## src/rtl/wide_reduce_pipe.sv

```systemverilog
`default_nettype none
// ============================================================================
//  Module      : wide_reduce_pipe
//  Description : Three-stage framed wide reduction (AND / OR / EQ) across
//                multi-word frames, fixed latency, no backpressure.
//  Revision    : 1.0 - initial release
// ============================================================================
module wide_reduce_pipe #(
    parameter int WIDTH = 64,
    parameter int CHUNK = 16,
    parameter int MODE  = 0,
    parameter int CNT_W = 8
) (
    input  logic             clk,
    input  logic             rst,
    input  logic [WIDTH-1:0] din,
    input  logic [WIDTH-1:0] cmp,
    input  logic             din_valid,
    input  logic             din_last,
    output logic             dout,
    output logic             dout_valid,
    output logic [CNT_W-1:0] dout_words
);

    localparam int               c_NCHUNK   = (WIDTH + CHUNK - 1) / CHUNK;
    localparam int               c_PADW     = c_NCHUNK * CHUNK;
    localparam logic             c_INV_IN   = (MODE != 0);
    localparam logic             c_USE_CMP  = (MODE == 2);
    localparam logic             c_INV_OUT  = (MODE == 1);
    localparam logic [CNT_W-1:0] c_CNT_ONE  = CNT_W'(1);
    localparam logic [CNT_W-1:0] c_CNT_MAX  = {CNT_W{1'b1}};
    localparam logic [0:0]       c_ST_IDLE  = 1'b0;
    localparam logic [0:0]       c_ST_ACCUM = 1'b1;

    // Every mode is mapped into an AND domain: OR becomes AND of ~din,
    // EQ becomes AND of the bitwise XNOR with cmp.
    logic [WIDTH-1:0] w_m;
    assign w_m = (din ^ (cmp & {WIDTH{c_USE_CMP}})) ^ {WIDTH{c_INV_IN}};

    logic             r_s1_valid;
    logic             r_s1_last;
    logic [WIDTH-1:0] r_s1_m;

    always_ff @(posedge clk) begin
        if (rst) begin
            r_s1_valid <= 1'b0;
            r_s1_last  <= 1'b0;
        end else begin
            r_s1_valid <= din_valid;
            r_s1_last  <= din_valid & din_last;
        end
    end

    always_ff @(posedge clk) begin
        if (din_valid) begin
            r_s1_m <= w_m;
        end
    end

    // Bits beyond WIDTH in the last chunk are neutral ones.
    logic [c_PADW-1:0]   w_pad;
    logic [c_NCHUNK-1:0] w_chunk;

    always_comb begin
        w_pad              = '1;
        w_pad[WIDTH-1:0]   = r_s1_m;
    end

    generate
        for (genvar gi = 0; gi < c_NCHUNK; gi++) begin : g_chunk
            assign w_chunk[gi] = &w_pad[gi*CHUNK +: CHUNK];
        end
    endgenerate

    logic                r_s2_valid;
    logic                r_s2_last;
    logic [c_NCHUNK-1:0] r_s2_chunk;

    always_ff @(posedge clk) begin
        if (rst) begin
            r_s2_valid <= 1'b0;
            r_s2_last  <= 1'b0;
        end else begin
            r_s2_valid <= r_s1_valid;
            r_s2_last  <= r_s1_last;
        end
    end

    always_ff @(posedge clk) begin
        if (r_s1_valid) begin
            r_s2_chunk <= w_chunk;
        end
    end

    logic             w_word;
    logic             w_acc_next;
    logic [CNT_W-1:0] w_cnt_inc;

    logic [0:0]       r_state;
    logic             r_acc;
    logic [CNT_W-1:0] r_cnt;
    logic             r_dout;
    logic             r_dout_valid;
    logic [CNT_W-1:0] r_dout_words;

    assign w_word     = &r_s2_chunk;
    assign w_acc_next = r_acc & w_word;
    assign w_cnt_inc  = (r_cnt == c_CNT_MAX) ? r_cnt : r_cnt + c_CNT_ONE;

    always_ff @(posedge clk) begin
        if (rst) begin
            r_state      <= c_ST_IDLE;
            r_acc        <= 1'b1;
            r_cnt        <= '0;
            r_dout       <= 1'b0;
            r_dout_valid <= 1'b0;
            r_dout_words <= '0;
        end else begin
            r_dout_valid <= 1'b0;
            if (r_s2_valid) begin
                case (r_state)
                    c_ST_IDLE: begin
                        if (r_s2_last) begin
                            r_dout       <= w_word ^ c_INV_OUT;
                            r_dout_words <= c_CNT_ONE;
                            r_dout_valid <= 1'b1;
                        end else begin
                            r_acc   <= w_word;
                            r_cnt   <= c_CNT_ONE;
                            r_state <= c_ST_ACCUM;
                        end
                    end
                    c_ST_ACCUM: begin
                        if (r_s2_last) begin
                            r_dout       <= w_acc_next ^ c_INV_OUT;
                            r_dout_words <= w_cnt_inc;
                            r_dout_valid <= 1'b1;
                            r_acc        <= 1'b1;
                            r_cnt        <= '0;
                            r_state      <= c_ST_IDLE;
                        end else begin
                            r_acc <= w_acc_next;
                            r_cnt <= w_cnt_inc;
                        end
                    end
                    default: r_state <= c_ST_IDLE;
                endcase
            end
        end
    end

    assign dout       = r_dout;
    assign dout_valid = r_dout_valid;
    assign dout_words = r_dout_words;

endmodule
`default_nettype wire

```

## config.mk

```make
export PLATFORM = sky130hd
export DESIGN_NAME = wide_reduce_pipe
export DESIGN_NICKNAME = d
export VERILOG_FILES = /design/src/rtl/wide_reduce_pipe.sv
export SDC_FILE = /design/constraint.sdc
export NUM_CORES = 1
export LEC_CHECK = 0
export CAP_MARGIN = 20
export CORE_MARGIN = 8
export CORE_UTILIZATION = 35
export DETAILED_ROUTE_END_ITERATION = 10
export GPL_ROUTABILITY_DRIVEN = 1
export PLACE_DENSITY = 0.71
export SLEW_MARGIN = 30
export SYNTH_ARGS = -nofsm -noshare
export SYNTH_HDL_FRONTEND = slang
export SYNTH_SLANG_ARGS = --single-unit
export TNS_END_PERCENT = 1
```

## constraint.sdc

```tcl
create_clock -name clk -period 1.5 [get_ports clk]
set_input_delay 0.3 -clock clk [delete_from_list [all_inputs] [get_ports clk]]
set_output_delay 0.3 -clock clk [all_outputs]
set_load 0.005 [all_outputs]
```

==> results.sh <==
export IMPL_ant_nets=0
export IMPL_slew_headroom_pct=66.3
export IMPL_r2r_cells=5
export IMPL_crit_type="register to primary output"
export IMPL_r2r_slack_ns=0.13
export IMPL_drive_above_1_share_pct=13.1
export IMPL_layout_common_cells="edfxtp_1, clkdlybuf4s50_1, dfxtp_1, nand4_1, nand2_1"
export IMPL_routed_wirelength_um=6280
export IMPL_area_growth_pct=38.5
export IMPL_utilization_pct=49.4
export IMPL_rows=35
export IMPL_post_cts_buffers=0
export IMPL_avgViaCountPerCell=4.80
export IMPL_crit_start="dout_valid"
export IMPL_synth_edf_count=68
export IMPL_place_worst_setup_slack_ns=-0.154
export IMPL_avgSynthCellArea_um2=15.5
export IMPL_intPower_uw=4040
export IMPL_status="completed"
export IMPL_final_common_cell="edfxtp_1"
export IMPL_p_switching_uw=995
export IMPL_critPathLaunchType="register"
export IMPL_cts_root_buf="clkbuf_8"
export IMPL_core_area_um2=9110
export IMPL_p_seq_share_pct=58.4
export IMPL_drtIter0Drc=95
export IMPL_grt_usage_pct=10.4
export IMPL_rsz0062_at_grt="yes"
export IMPL_die_x_um=112
export IMPL_placed_area_um2=4260
export IMPL_place_hpwl_um=4790
export IMPL_synth_area_um2=3250
export IMPL_path_cells="clkdlybuf4s50_1"
export IMPL_grt_max_degree=38
export IMPL_yosysTopAreaCellShare_pct=62.9
export IMPL_crit_cells=1
export IMPL_antenna_found_initial=0
export IMPL_yosys_register_bits=92
export IMPL_min_path_type="register to register"
export IMPL_cp_buffers_inverters=1
export IMPL_io_pins=142
export IMPL_gr_total_overflow=0
export IMPL_clock_fmax_mhz=690
export IMPL_clockPowerShare_pct=35.8
export IMPL_start_util_pct=35.6
export IMPL_syn_nets=342
export IMPL_tightest_slew_ns=0.504
export IMPL_critPathTopFamily="buffers and inverters"
export IMPL_htreeDepth=3
export IMPL_vias=2035
export IMPL_ys_async_sr_fraction_pct=0
export IMPL_clk_pin_slew_ns=0.09
export IMPL_setup_worst_path_end="dout_valid"
export IMPL_p_sw_share_pct=19.8
export IMPL_clkSinkCount=92
export IMPL_maxSlewViolCount=0
export IMPL_crit_arrival_ns=1.15
export IMPL_numPortBuffers=77
export IMPL_drc_errors=0
export IMPL_yosysWarnings=0
export IMPL_p_leak_uw=0.00160
export IMPL_synthTopCellsByArea="edfxtp_1, dfxtp_1, nand4_1, nand2_1, a21oi_1"
export IMPL_dieArea_um2=12600
export IMPL_critPathSlowestCell="clkdlybuf4s50_1"
export IMPL_design_area_um2=4500
export IMPL_num_nets_final=441
export IMPL_cpPeakStageDelay_ns=0.49
export IMPL_cts_tree="done"
export IMPL_synth_area_leader_cell="edfxtp_1"
export IMPL_ys_seq_area_share_pct=77.7
export IMPL_finClkSkew_ns=0.00988
export IMPL_synth_distinct_cells=39
export IMPL_min_period_ns=1.45
export IMPL_first_pass_iters=4
export IMPL_crit_path_end_kind="primary output"
export IMPL_cap_viol_max_count=0
export IMPL_finalSetupViolations=0
export IMPL_r2r_end="dout_words[0]"
export IMPL_synth_main_ff_cell="edfxtp_1"
export IMPL_gp_congestion=0.801
export IMPL_ir_drop_mv=0.654
export IMPL_setup_ws_ns=0.0505
export IMPL_worst_path_max_fanout=1
export IMPL_post_drt_wl_per_cell_um=14.8
export IMPL_worstPathRequired_ns=1.20
export IMPL_grt_pass1_vias=2144
export IMPL_p_comb_share_pct=5.8
export IMPL_r2r_start="r_cnt[1]"
export IMPL_die_height_um=112
export IMPL_hold_viol_final=0
export IMPL_synthCells=209
export IMPL_antenna_cells=0
export IMPL_grt_pass1_wl_um=10200
export IMPL_power_density_nw_per_um2=1120
export IMPL_clk_path_buf_depth=2
export IMPL_fin_crit_sh_pct=96.6
export IMPL_whs_ns=0.442
export IMPL_clock_latency_ns=0.35
export IMPL_cts_buffers=9
cell usage after synthesis (all sizes together), types with 3 or more instances:
cell,instances
nand2b,3
nor4,4
o31ai,3
nor2,10
edfxtp,68
inv,5
nand4,19
a21oi,11
dfxtp,24
mux2i,3
nand3,4
o21ai,10
nor2b,3
nand2,15
state kept, by name, indices dropped and copies added (netlist names):
signal / flops
r_s1_m: 64
r_s1_last: 1
r_s2_last: 1
dout_words: 8
r_s2_chunk: 4
r_cnt: 8
r_state: 1
dout: 1
r_s1_valid: 1
r_acc: 1
dout_valid: 1
r_s2_valid: 1
worst min-delay path by stage:
stage	to	cells past startpoint	startpoint
final	r_s2_last	1	r_s1_last
after detailed placement	r_s2_last	1	r_s1_last
after floorplan	r_s1_valid	1	rst
after global routing	r_s1_m[3]	2	din_valid
after CTS	r_s1_m[3]	2	din_valid
after global placement	r_s2_last	1	r_s1_last
power by group through the flow:
| stage | registers [uW] | clock network [uW] | logic (uW) |
|---|---|---|---|
| floorplan | 2990 | 0 | 46.7 |
| global placement | 2990 | 0 | 289 |
| detailed placement | 3000 | 0 | 296 |
| CTS | 2940 | 1860 | 296 |
| global route | 2960 | 1970 | 317 |
| finish | 2940 | 1800 | 292 |
final cells by class:
| class | count | area (um2) |
|---|---|---|
| Fill cell | 790 | 4610 |
| Sequential cell | 92 | 2530 |
| Tap cell | 111 | 139 |
| Clock buffer | 10 | 128 |
| Multi-Input combinational cell | 110 | 706 |
| Timing Repair Buffer | 90 | 885 |
| Clock inverter | 6 | 93.8 |
| Inverter | 5 | 18.8 |
per-stage QoR:
step	std cells	TNS [ns]	total power (uW)
finish	424	0	5040
global route	424	-0.00535	5240
CTS	423	0	5100
detailed placement	407	-1.16	3300
global placement	407	-1.06	3280
floorplan	209	0	3030
cells by family (layout without fill, tap and decap cells):
family,count (synthesis),in the layout,synth area share [%]
xor gates and xnor gates,2,2,0.540
and+or+nand+nor,68,69,12.6
adders and majority gates,1,1,0.385
muxes,3,3,0.925
DFF,92,92,77.7
AOI/OAI and AO/OA,35,35,6.90
buffers and inverters,8,111,1.00
repair_timing:
action | 4_1_cts | 5_1_grt
hold endpoints to repair | 0 | 0
endpoints found under the setup margin | 8 | 9
hold buffers | 0 | 0
resized for setup | 9 | 4
cloned | 0 | 1
pin swaps | 0 | 1
routing by layer:
layer  GRT usage, %  vias up  part of all wire, %
met1           11.6      934                   43
met5              0        -                    0
met4           4.59        0                  1.2
li1               -     1008                    -
met2           15.6       83                   44
met3           6.23       10                   11
Power figures use the tool's default switching activity.
